### config.mk
export PLATFORM = sky130hd
export DESIGN_NAME = sparc_lsu_va_rcv_flat
export DESIGN_NICKNAME = d
export VERILOG_FILES = /design/src/rtl/sparc_lsu_va_rcv_if.sv /design/src/rtl/sparc_lsu_va_rcv.sv /design/src/flat_wrapper.sv
export SDC_FILE = /design/constraint.sdc
export NUM_CORES = 1
export LEC_CHECK = 0
export BUFFER_PORTS_ARGS = -buffer_cell sky130_fd_sc_hd__buf_4
export CORE_ASPECT_RATIO = 1.1
export CORE_MARGIN = 1.5
export CORE_UTILIZATION = 45
export DETAILED_ROUTE_END_ITERATION = 8
export PLACE_DENSITY = 0.71
export SLEW_MARGIN = 40
export SYNTH_ARGS = -nofsm -noshare
export SYNTH_HDL_FRONTEND = slang
export SYNTH_SLANG_ARGS = --single-unit
### constraint.sdc
create_clock -name rclk -period 3.3 [get_ports rclk]
set_input_delay 0.165 -clock rclk [delete_from_list [all_inputs] [get_ports rclk]]
set_output_delay 0.165 -clock rclk [all_outputs]
set_load 0.03 [all_outputs]
### src/rtl/sparc_lsu_va_rcv_if.sv
// EXU/IFU-to-LSU address bus: E-stage request fields in, M-stage head entry out.
// The master modport is the issuing side; the slave modport is the LSU receiver.
interface sparc_lsu_va_rcv_if;
  logic [47:0] exu_lsu_ldst_va_e;
  logic        alu_ecl_mem_addr_invalid_e_l;
  logic        ifu_lsu_ld_inst_e;
  logic        ifu_lsu_st_inst_e;
  logic [1:0]  ifu_lsu_ldst_size_e;
  logic [1:0]  ifu_lsu_thrid_e;
  logic        lsu_flush_m;
  logic        dcache_rdy;
  logic        lsu_va_vld_m;
  logic [47:0] lsu_va_m;
  logic        lsu_va_st_m;
  logic [1:0]  lsu_va_thrid_m;
  logic [1:0]  lsu_va_size_m;
  logic        lsu_align_excp_m;
  logic        lsu_va_range_excp_m;
  logic        lsu_ifu_ldst_stall;
  logic        lsu_va_ovfl;

  modport master (
    output exu_lsu_ldst_va_e, alu_ecl_mem_addr_invalid_e_l, ifu_lsu_ld_inst_e,
           ifu_lsu_st_inst_e, ifu_lsu_ldst_size_e, ifu_lsu_thrid_e, lsu_flush_m, dcache_rdy,
    input  lsu_va_vld_m, lsu_va_m, lsu_va_st_m, lsu_va_thrid_m, lsu_va_size_m,
           lsu_align_excp_m, lsu_va_range_excp_m, lsu_ifu_ldst_stall, lsu_va_ovfl
  );

  modport slave (
    input  exu_lsu_ldst_va_e, alu_ecl_mem_addr_invalid_e_l, ifu_lsu_ld_inst_e,
           ifu_lsu_st_inst_e, ifu_lsu_ldst_size_e, ifu_lsu_thrid_e, lsu_flush_m, dcache_rdy,
    output lsu_va_vld_m, lsu_va_m, lsu_va_st_m, lsu_va_thrid_m, lsu_va_size_m,
           lsu_align_excp_m, lsu_va_range_excp_m, lsu_ifu_ldst_stall, lsu_va_ovfl
  );
endinterface

### src/rtl/sparc_lsu_va_rcv.sv
// LSU address receiver: captures E-stage ld/st requests with alignment and VA-hole
// checks, buffers them in order and hands the head entry to the D-cache pipe.
module sparc_lsu_va_rcv #(
  parameter int DEPTH = 2,
  parameter int CNTW  = 2
) (
  input logic               rclk,
  input logic               arst,
  sparc_lsu_va_rcv_if.slave va_if
);
  localparam int PTRW = $clog2(DEPTH);

  typedef struct packed {
    logic [47:0] va;
    logic        st;
    logic [1:0]  thrid;
    logic [1:0]  size;
    logic        align;
    logic        range;
  } entry_t;

  entry_t            mem_r [DEPTH];
  logic [CNTW-1:0]   count_r;
  logic [PTRW-1:0]   rd_ptr_r;
  logic [PTRW-1:0]   wr_ptr_r;
  logic              ovfl_r;

  entry_t            head_s;
  entry_t            new_entry_s;
  logic              req_s;
  logic              full_s;
  logic              vld_s;
  logic              excp_s;
  logic              push_s;
  logic              pop_s;

  function automatic logic misaligned(input logic [1:0] size, input logic [2:0] lo);
    logic res;
    case (size)
      2'd0:    res = 1'b0;
      2'd1:    res = lo[0];
      2'd2:    res = |lo[1:0];
      2'd3:    res = |lo;
      default: res = 1'b0;
    endcase
    return res;
  endfunction

  function automatic logic [PTRW-1:0] next_ptr(input logic [PTRW-1:0] ptr);
    logic [PTRW-1:0] res;
    if (ptr == PTRW'(DEPTH - 1)) begin
      res = '0;
    end else begin
      res = ptr + PTRW'(1);
    end
    return res;
  endfunction

  // Request decode, full/empty, and push/pop qualification.
  always_comb begin
    head_s            = mem_r[rd_ptr_r];
    req_s             = va_if.ifu_lsu_ld_inst_e | va_if.ifu_lsu_st_inst_e;
    full_s            = (count_r == CNTW'(DEPTH));
    vld_s             = (count_r != CNTW'(0));
    excp_s            = head_s.align | head_s.range;
    // A trapping head entry is handed off in the cycle it shows, ready or not.
    pop_s             = vld_s & (va_if.dcache_rdy | excp_s) & ~va_if.lsu_flush_m;
    push_s            = req_s & ~full_s & ~va_if.lsu_flush_m;
    new_entry_s.va    = va_if.exu_lsu_ldst_va_e;
    new_entry_s.st    = va_if.ifu_lsu_st_inst_e;
    new_entry_s.thrid = va_if.ifu_lsu_thrid_e;
    new_entry_s.size  = va_if.ifu_lsu_ldst_size_e;
    new_entry_s.align = misaligned(va_if.ifu_lsu_ldst_size_e, va_if.exu_lsu_ldst_va_e[2:0]);
    new_entry_s.range = ~va_if.alu_ecl_mem_addr_invalid_e_l;
  end

  // Occupancy, pointers and the sticky overflow flag.
  always_ff @(posedge rclk or posedge arst) begin
    if (arst) begin
      count_r  <= '0;
      rd_ptr_r <= '0;
      wr_ptr_r <= '0;
      ovfl_r   <= 1'b0;
    end else begin
      if (req_s & full_s) begin
        ovfl_r <= 1'b1;
      end
      if (va_if.lsu_flush_m) begin
        count_r  <= '0;
        rd_ptr_r <= '0;
        wr_ptr_r <= '0;
      end else begin
        if (push_s) begin
          wr_ptr_r <= next_ptr(wr_ptr_r);
        end
        if (pop_s) begin
          rd_ptr_r <= next_ptr(rd_ptr_r);
        end
        case ({push_s, pop_s})
          2'b10:   count_r <= count_r + CNTW'(1);
          2'b01:   count_r <= count_r - CNTW'(1);
          default: count_r <= count_r;
        endcase
      end
    end
  end

  // Entry storage; cleared on reset so the head outputs read zero.
  always_ff @(posedge rclk or posedge arst) begin
    if (arst) begin
      for (int i = 0; i < DEPTH; i++) begin
        mem_r[i] <= '0;
      end
    end else if (push_s) begin
      mem_r[wr_ptr_r] <= new_entry_s;
    end
  end

  assign va_if.lsu_va_vld_m        = vld_s;
  assign va_if.lsu_va_m            = head_s.va;
  assign va_if.lsu_va_st_m         = head_s.st;
  assign va_if.lsu_va_thrid_m      = head_s.thrid;
  assign va_if.lsu_va_size_m       = head_s.size;
  assign va_if.lsu_align_excp_m    = head_s.align;
  assign va_if.lsu_va_range_excp_m = head_s.range;
  assign va_if.lsu_ifu_ldst_stall  = full_s;
  assign va_if.lsu_va_ovfl         = ovfl_r;
endmodule

### src/flat_wrapper.sv
// flat-port wrapper written by rule: the top's interface ports become plain ports
module sparc_lsu_va_rcv_flat 
#(
  parameter int DEPTH = 2,
  parameter int CNTW  = 2
)
  (rclk, arst, va_if_exu_lsu_ldst_va_e, va_if_alu_ecl_mem_addr_invalid_e_l, va_if_ifu_lsu_ld_inst_e, va_if_ifu_lsu_st_inst_e, va_if_ifu_lsu_ldst_size_e, va_if_ifu_lsu_thrid_e, va_if_lsu_flush_m, va_if_dcache_rdy, va_if_lsu_va_vld_m, va_if_lsu_va_m, va_if_lsu_va_st_m, va_if_lsu_va_thrid_m, va_if_lsu_va_size_m, va_if_lsu_align_excp_m, va_if_lsu_va_range_excp_m, va_if_lsu_ifu_ldst_stall, va_if_lsu_va_ovfl);
  sparc_lsu_va_rcv_if va_if_i ();
  input logic rclk;
  input logic arst;
  input wire logic [$bits(va_if_i.exu_lsu_ldst_va_e)-1:0] va_if_exu_lsu_ldst_va_e;
  input wire logic [$bits(va_if_i.alu_ecl_mem_addr_invalid_e_l)-1:0] va_if_alu_ecl_mem_addr_invalid_e_l;
  input wire logic [$bits(va_if_i.ifu_lsu_ld_inst_e)-1:0] va_if_ifu_lsu_ld_inst_e;
  input wire logic [$bits(va_if_i.ifu_lsu_st_inst_e)-1:0] va_if_ifu_lsu_st_inst_e;
  input wire logic [$bits(va_if_i.ifu_lsu_ldst_size_e)-1:0] va_if_ifu_lsu_ldst_size_e;
  input wire logic [$bits(va_if_i.ifu_lsu_thrid_e)-1:0] va_if_ifu_lsu_thrid_e;
  input wire logic [$bits(va_if_i.lsu_flush_m)-1:0] va_if_lsu_flush_m;
  input wire logic [$bits(va_if_i.dcache_rdy)-1:0] va_if_dcache_rdy;
  output wire logic [$bits(va_if_i.lsu_va_vld_m)-1:0] va_if_lsu_va_vld_m;
  output wire logic [$bits(va_if_i.lsu_va_m)-1:0] va_if_lsu_va_m;
  output wire logic [$bits(va_if_i.lsu_va_st_m)-1:0] va_if_lsu_va_st_m;
  output wire logic [$bits(va_if_i.lsu_va_thrid_m)-1:0] va_if_lsu_va_thrid_m;
  output wire logic [$bits(va_if_i.lsu_va_size_m)-1:0] va_if_lsu_va_size_m;
  output wire logic [$bits(va_if_i.lsu_align_excp_m)-1:0] va_if_lsu_align_excp_m;
  output wire logic [$bits(va_if_i.lsu_va_range_excp_m)-1:0] va_if_lsu_va_range_excp_m;
  output wire logic [$bits(va_if_i.lsu_ifu_ldst_stall)-1:0] va_if_lsu_ifu_ldst_stall;
  output wire logic [$bits(va_if_i.lsu_va_ovfl)-1:0] va_if_lsu_va_ovfl;
  assign va_if_i.exu_lsu_ldst_va_e = va_if_exu_lsu_ldst_va_e;
  assign va_if_i.alu_ecl_mem_addr_invalid_e_l = va_if_alu_ecl_mem_addr_invalid_e_l;
  assign va_if_i.ifu_lsu_ld_inst_e = va_if_ifu_lsu_ld_inst_e;
  assign va_if_i.ifu_lsu_st_inst_e = va_if_ifu_lsu_st_inst_e;
  assign va_if_i.ifu_lsu_ldst_size_e = va_if_ifu_lsu_ldst_size_e;
  assign va_if_i.ifu_lsu_thrid_e = va_if_ifu_lsu_thrid_e;
  assign va_if_i.lsu_flush_m = va_if_lsu_flush_m;
  assign va_if_i.dcache_rdy = va_if_dcache_rdy;
  assign va_if_lsu_va_vld_m = va_if_i.lsu_va_vld_m;
  assign va_if_lsu_va_m = va_if_i.lsu_va_m;
  assign va_if_lsu_va_st_m = va_if_i.lsu_va_st_m;
  assign va_if_lsu_va_thrid_m = va_if_i.lsu_va_thrid_m;
  assign va_if_lsu_va_size_m = va_if_i.lsu_va_size_m;
  assign va_if_lsu_align_excp_m = va_if_i.lsu_align_excp_m;
  assign va_if_lsu_va_range_excp_m = va_if_i.lsu_va_range_excp_m;
  assign va_if_lsu_ifu_ldst_stall = va_if_i.lsu_ifu_ldst_stall;
  assign va_if_lsu_va_ovfl = va_if_i.lsu_va_ovfl;
  sparc_lsu_va_rcv #(.DEPTH(DEPTH), .CNTW(CNTW)) u_core (.rclk(rclk), .arst(arst), .va_if(va_if_i));
endmodule
## Yosys cells after proc, flatten, opt, wreduce, memory -nomap -nowiden

Cells that the tools add are included.

- Register bits after elaboration: 115
- Latch bits: 0
- Bits in writable memories: 0
- ROM bits: 0
- Bits of input ports: 59
- Output and inout bits: 58
- Logic and storage cells: 65
- Memories kept: 0

- Add/subtract/negate cells: 4
- Multipliers: 0
- Divide/modulo/power cells: 0
- $lt $le $gt $ge: 3
- Equal/unequal tests: 6
- Shifts and indexed selects: 0
- Muxes and demuxes: 15
- Bitwise operators: 13
- Reductions and logical operators: 8

Operators with widths:

| kind | count |
|---|---|
| 55-bit 2-to-1 mux | 4 |
| 110-bit bitwise mux | 1 |
| 55-bit demux with 1-bit select | 1 |
| 2-bit == test (second input constant) | 4 |
| 1-bit 2-to-1 mux | 6 |
| 2-bit nonzero test | 3 |
| 1-bit AND | 5 |
| 2-bit by 1-bit == test with 1-bit output (second input constant) | 2 |
| 2-bit >= comparator (second input constant) | 2 |
| 1-bit inverter with 2-bit output | 2 |
| 1-bit case mux with 4 select lines | 1 |
| 2-bit case mux with 2 select lines | 1 |
| 1-bit inverter | 3 |
| 1-bit OR | 3 |
| 3-bit nonzero test | 1 |
| 3-bit OR reduction | 1 |
| 1-bit adder (second input constant) | 2 |
| 2-bit by 1-bit adder with 2-bit output (second input constant) | 1 |
| 2-bit logical NOT | 1 |
| 2-bit by 1-bit < comparator with 1-bit output (second input constant) | 1 |
| 2-bit 2-to-1 mux | 1 |
| 2-bit OR reduction | 1 |
| 2-bit by 1-bit subtractor with 2-bit output (second input constant) | 1 |
| 1-bit logical AND | 1 |

## Longest topological paths before layout

Gate-level depths: netlist (run 1).

- Depth in word-level cells: 11
- Depth in mapped cells: 6
- Depth with buffers taken out: 3

## Worst setup path after synthesis (run 1)

OpenSTA, ideal clock, no wires.

- Path type: reg-to-reg
- Start point: register u_core.count_r[1]
- End point: register u_core.mem_r[62] (netlist name)
- Library setup time: 125 ps
- Arrival time: 1,770 ps
- Data required time: 3,175 ps
- Setup slack: 1,405 ps
- Stages on the path, launching flop included: 6
- Buffers on the path: 2
- Period minus slack after synthesis: 1,895 ps
- Cells stage by stage: dfrtp_1 nor2b_1 buf_4 nor4_4 buf_6 mux2_2

- Cells in the longest elaborated chain, start to end: 4

RTL lines:

| element | RTL line | text |
|---|---|---|
| start, declared | sparc_lsu_va_rcv.sv:23 | `logic [CNTW-1:0] count_r;` |
| start signal, assigned | sparc_lsu_va_rcv.sv:100 | `2'b10: count_r <= count_r + CNTW'(1);` |
| start signal, assigned | sparc_lsu_va_rcv.sv:101 | `2'b01: count_r <= count_r - CNTW'(1);` |
| start signal, assigned | sparc_lsu_va_rcv.sv:102 | `default: count_r <= count_r;` |
| 2-bit == test | sparc_lsu_va_rcv.sv:63 | `full_s = (count_r == CNTW'(DEPTH));` |
| net va_if_lsu_ifu_ldst_stall | flat_wrapper.sv:26 | `output wire logic [$bits(va_if_i.lsu_ifu_ldst_stall)-1:0] va_if_lsu_ifu_ldst_stall;` |
| 1-bit inverter | sparc_lsu_va_rcv.sv:68 | `push_s = req_s & ~full_s & ~va_if.lsu_flush_m;` |
| 1-bit AND (2 in series) | sparc_lsu_va_rcv.sv:68 |  |
| end signal, assigned by index | sparc_lsu_va_rcv.sv:115 | `mem_r[wr_ptr_r] <= new_entry_s;` |
| end, declared | sparc_lsu_va_rcv.sv:22 | `entry_t mem_r [DEPTH];` |

The timed path passes the listed nets, and every way through them passes these cells.
A chain may end at the register's enable or synchronous reset.

## Final worst setup path (run 1)

- Start point: register u_core.rd_ptr_r
- End point: output va_if_lsu_va_st_m

- Cells in the longest elaborated chain, start to end: 4

RTL lines:

| element | RTL line | text |
|---|---|---|
| start, declared | sparc_lsu_va_rcv.sv:24 | `logic [PTRW-1:0] rd_ptr_r;` |
| start signal, assigned | sparc_lsu_va_rcv.sv:97 | `rd_ptr_r <= next_ptr(rd_ptr_r);` |
| 1-bit inverter with 2-bit output (implied by the code) | sparc_lsu_va_rcv.sv:61 | `head_s = mem_r[rd_ptr_r];` |
| 55-bit 2-to-1 mux (implied by the code) (3 in series) | sparc_lsu_va_rcv.sv:61 |  |
| end, declared | flat_wrapper.sv:21 | `output wire logic [$bits(va_if_i.lsu_va_st_m)-1:0] va_if_lsu_va_st_m;` |

Every way passes these cells. The select of a mux whose other input is x is not followed.

==> results by group, run 1 <==
GRT
  • Met3 GRT Util: 0.0626
  • First-pass GRT wire length: 17.2 mm
  • GR peak layer: met2
  • Met1 usage: 0.215
  • Total global routing overflow: 0
  • Antenna violations before repair: 0
  • Gr usage total: 0.185
  • Vias in the first global route: 3476
  • Met2 Use GR: 0.322
  • Largest net degree at the start of global routing: 69

Clocking
  • Clock Tree Buf Depth: 2
  • Reg clk slew, reported paths: 0.05 ns
  • Clk sink count: 115
  • Clk_lat worst skew: 0.39 ns
  • CTS buffer count: 17
  • Resized cells post-CTS: 0
  • Clk root buf: clkbuf_16
  • # Post-CTS Setup Buffers: 0
  • CTS tree: done
  • CTS H-Tree Depth: 4

Routing
  • 1st-iter DRT viols: 88
  • Initial DRT Pass Iterations: 3
  • DRC Markers: 0
  • Total Routed Length: 10.4 mm
  • Via count: 3206
  • Routed Antenna Nets: 0
  • WL/cell: 16.3 µm
  • Via-to-Cell Ratio: 5.03

Power
  • Comb pwr share: 0.296
  • Leak: 3.02 nW
  • Internal Power: 3.53 mW
  • Clock power frac: 0.318
  • Worst VDD drop: 0.382 mV
  • Psw: 1.50 mW
  • Reg power frac: 0.386
  • Switching share of power: 0.298
  • Cell area power density: 737 nW/µm²

Synthesis
  • Synth Warn #: 0
  • Post-synthesis sequential area ratio: 0.566
  • Yosys cell types: 27
  • Synth Area per Inst: 15.2 µm²
  • Syn Nets: 394
  • Synth Register Bits: 115
  • Post-Syn Instances: 335
  • Mapped cell area: 5080 µm²

Run status
  • Status: finished, final reports clean

Critical path
  • Critical Path AT: 2.30 ns
  • Crit path kind: reg -> out
  • R2R cell count: 4
  • Setup crit start kind: flip-flop
  • CP Max Fanout: 35
  • FF-to-FF setup slack: 1.29 ns
  • Req. time, crit path: 3.13 ns
  • CP endpoint kind: primary output

STA
  • Setup Viol. Count Final: 0
  • Post-route setup TNS: 0 ns
  • Hold Vio Cnt, Final: 0
  • Slew margin rel.: 0.505
  • Tightest Pin Transition: 0.743 ns
  • Final period util: 0.748
  • Clock skew: 0.00461 ns
  • Fmax: 405 MHz
  • Slew Viols, Final: 0
  • RSZ-0062 raised after global routing: false
  • Tmin final: 2.47 ns

Worst hold path
  • Worst hold path stage count: 2
  • Hold WC Path Type: in -> reg

Floorplanning
  • Die ar.: 11900 µm²
  • Initial Utilization: 0.464
  • FP Rows: 40
  • Die height: 114 µm
  • Placeable Area: 11000 µm²
  • I/O Pins: 117
  • Die width: 104 µm

Cells and area
  • Nets@finish: 540
  • Layout Cells excl Fill: 638
  • Synth-to-layout area growth: 34.3%
  • Share of layout cells above drive strength 1: 0.646
  • Ant diodes: 0

Place
  • Placed instance count: 586
  • # port buffers: 116
  • Detailed placer's ending HPWL: 6.92 mm
  • GP Congestion: 0.716

Job
  • MaxCap Viol Count: 0
-- through the flow --
step	power [mW]	hold slack, ns	instance area (µm²)	utilization	setup WS [ns]
global placement	3.40	0.367	6070	0.553	1.22
CTS	5.10	0.000187	6820	0.623	0.759
finish	5.03	0.0148	6830	0.623	0.832
global route	5.29	0.000670	6830	0.623	0.699
floorplan	2.96	0.228	5080	-	0.0909
detailed placement	3.44	0.374	6070	0.553	1.20
-- power groups by stage --
| stage | registers (mW) | logic, mW | clock network (mW) |
|---|---|---|---|
| 2_1_floorplan | 1.89 | 1.07 | 0 |
| 3_3_place_gp | 1.95 | 1.45 | 0 |
| 3_5_place_dp | 1.97 | 1.48 | 0 |
| 4_1_cts | 1.95 | 1.51 | 1.64 |
| 5_1_grt | 1.99 | 1.58 | 1.72 |
| 6_report | 1.94 | 1.49 | 1.60 |
-- critical path, stage by stage (launching register included) --
cell     delay [ns]
dfrtp_2        0.84
buf_4          0.49
mux2_2         0.40
buf_4          0.17
-- final cells by class --
cell class                 count  area, µm²
sequential                   115       2880
fill                         868       4130
multi-input combinational    196       2060
clock buffer                  23        498
clock inverter                 6       30.0
timing repair buffer         146       1150
tap                          147        184
inverter                       5       23.8
-- flip-flops by register name (all words and copies together), names as in the netlist --
name                      cells
u_core.va_if.lsu_va_ovfl      1
u_core.wr_ptr_r               1
u_core.count_r                2
u_core.rd_ptr_r               1
u_core.mem_r                110
-- cells by family after synthesis --
kind of cell / count (synthesis) / share of synthesized area
and+or+nand+nor: 17 / 0.0236
DFF: 115 / 0.566
AOI/OAI and AO/OA: 15 / 0.0172
muxes: 164 / 0.363
buffers and inverters: 24 / 0.0300
-- cell usage after synthesis (all sizes together) --
library cell,n,share of area
or4,1,0.0015
buf,14,0.023
nor4b,2,0.0034
nor2,3,0.0022
nor2b,2,0.0025
or2,1,0.0012
o211ai,2,0.0030
nand3b,1,0.0015
mux2i,2,0.0039
nor4,2,0.0054
nand2,2,0.0015
clkbuf,5,0.0037
o21ai,5,0.0049
dfrtp,115,0.57
a21oi,5,0.0049
o32ai,1,0.0017
inv,5,0.0037
a21o,1,0.0015
or3,2,0.0025
mux2,162,0.36
a31oi,1,0.0012
or4b,1,0.0020
-- repair_timing --
item / in CTS / in global routing
setup endpoints to repair: 0 / 0
endpoints found under the hold margin: 98 / 0
hold buffers: 23 / 0
-- metal layers --
metal | vias up | wire, µm
li1 | 1495 | -
met1 | 1621 | 4260
met2 | 81 | 5460
met3 | 9 | 596
met4 | 0 | 101
met5 | - | 0
-- final timing paths --
path,start,endpoint
worst min-delay path,va_if_exu_lsu_ldst_va_e[5],u_core.mem_r[12]
worst min register to register,u_core.va_if.lsu_va_ovfl,u_core.va_if.lsu_va_ovfl
min in group asynchronous,arst,u_core.mem_r[43]
worst max register to register,u_core.count_r[1],u_core.mem_r[33]
max in group asynchronous,arst,u_core.mem_r[103]
worst max-delay path,u_core.rd_ptr_r,va_if_lsu_va_st_m
-- layout by cell type, fill, tap and decap left out, types with 2 or more instances in the layout --
cell type	count
clkinv_2	6
nand2_1	2
dlygate4sd3_1	23
mux2i_1	2
o211ai_1	2
mux2_1	2
nor2_1	3
o21ai_0	5
mux2_2	160
clkbuf_8	5
or3_1	2
dfrtp_1	114
nor2b_1	2
inv_1	4
buf_4	123
clkbuf_16	17
a21oi_1	5
(Power assumes the default switching activity.)
==> run 2: changes to the inputs <==
--- a/config.mk
+++ b/config.mk
@@ -10,7 +10,7 @@
 export CORE_MARGIN = 1.5
 export CORE_UTILIZATION = 45
 export DETAILED_ROUTE_END_ITERATION = 8
-export PLACE_DENSITY = 0.71
+export PLACE_DENSITY = 0.69
 export SLEW_MARGIN = 40
 export SYNTH_ARGS = -nofsm -noshare
 export SYNTH_HDL_FRONTEND = slang
==> constraint.sdc (replaced) <==
create_clock -name rclk -period 2.3 [get_ports rclk]
set_input_delay 0.115 -clock rclk [delete_from_list [all_inputs] [get_ports rclk]]
set_output_delay 0.115 -clock rclk [all_outputs]
set_load 0.03 [all_outputs]
==> run 2 against run 1 <==
  * Critical path type is now reg -> reg
  * Hold slack improved by 0.064 ns
  * Largest cell class unchanged
  * Cell count increased by 5.6%
  * Highest routed layer unchanged
  * Setup slack got worse by 0.47 ns
  * Clock power increased by 48%
  * Critical path depth increased by 1
==> results by group, run 2 (synthesis gave the netlist of run 1 again) <==
Cells and area
  • Leading registers by flop count: u_core.mem_r: 110 flops, u_core.count_r: 2 flops
  • Commonest non-fill, non-tap cell in the layout: mux2_2
  • FF/Latch Area: 2880 µm²
  • Most flops, register: u_core.mem_r
  • Synth-to-layout area growth: 42.1%
  • Fillers: 803
  • Ant diodes: 0
  • Share of layout cells above drive strength 1: 0.600
  • Nets@finish: 573
  • Max FFs per register: 110
  • Most frequent cells in the layout: mux2_2, buf_4, dfrtp_1, dlygate4sd3_1, clkbuf_16
  • Area of the multi-input gates: 2060 µm²

Critical path
  • CP Max Fanout: 18
  • Setup crit start kind: flip-flop
  • CP endpoint kind: flip-flop
  • CP delay by family, top: simple AND/OR/NAND/NOR gates
  • Crit-path cells: nor2b_1, nor4b_2, buf_4, mux2_2
  • Worst path bufs/invs: 1
  • Crit-path slowest cell: nor4b_2
  • Req. time, crit path: 2.57 ns
  • Crit-path max cell delay: 0.45 ns
  • Critical Path AT: 2.21 ns
  • Crit path kind: reg -> reg

STA
  • Tmin final: 1.94 ns
  • Setup Viol. Count Final: 0
  • Final period util: 0.844
  • Post-route setup TNS: 0 ns
  • Tightest Pin Transition: 0.614 ns
  • Slew Viols, Final: 0
  • Fin Hold WS: 0.0789 ns
  • Clock skew: 0.00606 ns
  • Fmax: 515 MHz
  • Slew margin rel.: 0.590
  • Hold Vio Cnt, Final: 0
  • RSZ-0062 raised after global routing: false

Power
  • Cell area power density: 1020 nW/µm²
  • Leak: 3.17 nW
  • Worst VDD drop: 0.608 mV

Clocking
  • CTS buffer count: 17
  • Resized cells post-CTS: 0
  • Clock Tree Buf Depth: 2
  • CTS tree: done
  • Clk_lat worst skew: 0.40 ns
  • CTS H-Tree Depth: 4
  • Clk root buf: clkbuf_16
  • Clk sink count: 115
  • Reg clk slew, reported paths: 0.05 ns

Floorplanning
  • Die height: 114 µm
  • Die width: 104 µm
  • Die ar.: 11900 µm²
  • Initial Utilization: 0.464
  • FP Rows: 40
  • I/O Pins: 117
  • Placeable Area: 11000 µm²

Routing
  • WL/cell: 15.9 µm
  • Total Routed Length: 10.7 mm
  • 1st-iter DRT viols: 106
  • Routed Antenna Nets: 0
  • Via count: 3368
  • Via-to-Cell Ratio: 5.00
  • DRC Markers: 0
  • Initial DRT Pass Iterations: 4

Worst hold path
  • Hold WC Path Type: in -> reg

GRT
  • Total global routing overflow: 0
  • First-pass GRT wire length: 17.6 mm
  • Vias in the first global route: 3688
  • Largest net degree at the start of global routing: 116
  • Antenna violations before repair: 0
  • Gr usage total: 0.188

Place
  • GP Congestion: 0.748
  • Detailed placer's ending HPWL: 6.61 mm
  • # port buffers: 116

Job
  • MaxCap Viol Count: 0

Run status
  • Status: finished, final reports clean
run 2: worst paths after layout:
kind,startpoint,to,slack (ns),cells past startpoint
hold / removal,va_if_ifu_lsu_ld_inst_e,u_core.va_if.lsu_va_ovfl,0.08,3
min in group asynchronous,arst,u_core.mem_r[12],0.46,4
max in group asynchronous,arst,u_core.mem_r[80],1.38,4
setup reg to reg,u_core.count_r[1],u_core.mem_r[25],0.36,4
hold reg to reg,u_core.va_if.lsu_va_ovfl,u_core.va_if.lsu_va_ovfl,0.46,1
setup / recovery,u_core.count_r[1],u_core.mem_r[25],0.36,4
run 2: timing repair:
action	in CTS	in global routing
endpoints found under the hold margin	226	0
endpoints found under the setup margin	0	0
buffers inserted	0	0
hold buffers	56	0
run 2: stage by stage:
stage | utilization | setup WS, ns | cells | area (µm²) | total power, mW
floorplan | - | 0.405 | 335 | 5090 | 4.25
global placement | 0.558 | 0.440 | 586 | 6120 | 4.88
detailed placement | 0.558 | 0.371 | 586 | 6120 | 4.96
CTS | 0.659 | 0.339 | 674 | 7220 | 7.44
global route | 0.659 | 0.243 | 674 | 7220 | 7.73
finish | 0.659 | 0.359 | 674 | 7220 | 7.36
run 2: cell type report:
type	instances	area share
Timing Repair Buffer	179	0.212
Clock inverter	4	0.00277
Clock buffer	28	0.0729
Inverter	5	0.00312
Tap cell	147	0.0255
Sequential cell	115	0.399
Multi-Input combinational cell	196	0.285
run 2: report_power, final:
part           internal, mW  total (mW)  switching [mW]  leakage (nW)
clock                  1.54        2.37           0.829         0.274
sequential             2.51        2.76           0.248          1.36
combinational          1.12        2.23            1.11          1.54
run 2: worst reg2reg max path: cells and delay by family, from the launching register on:
family / cells / cell delay, ns
flops: 1 / 0.41
buf+inv: 1 / 0.34
simple gates: 2 / 0.69
mux: 1 / 0.38
run 2: routing by layer:
metal	up-vias	track usage	routed length, µm
li1	1565	-	-
met4	0	0.0722	90
met3	8	0.0655	628
met1	1701	0.216	4590
met2	94	0.325	5400
met5	-	0	0
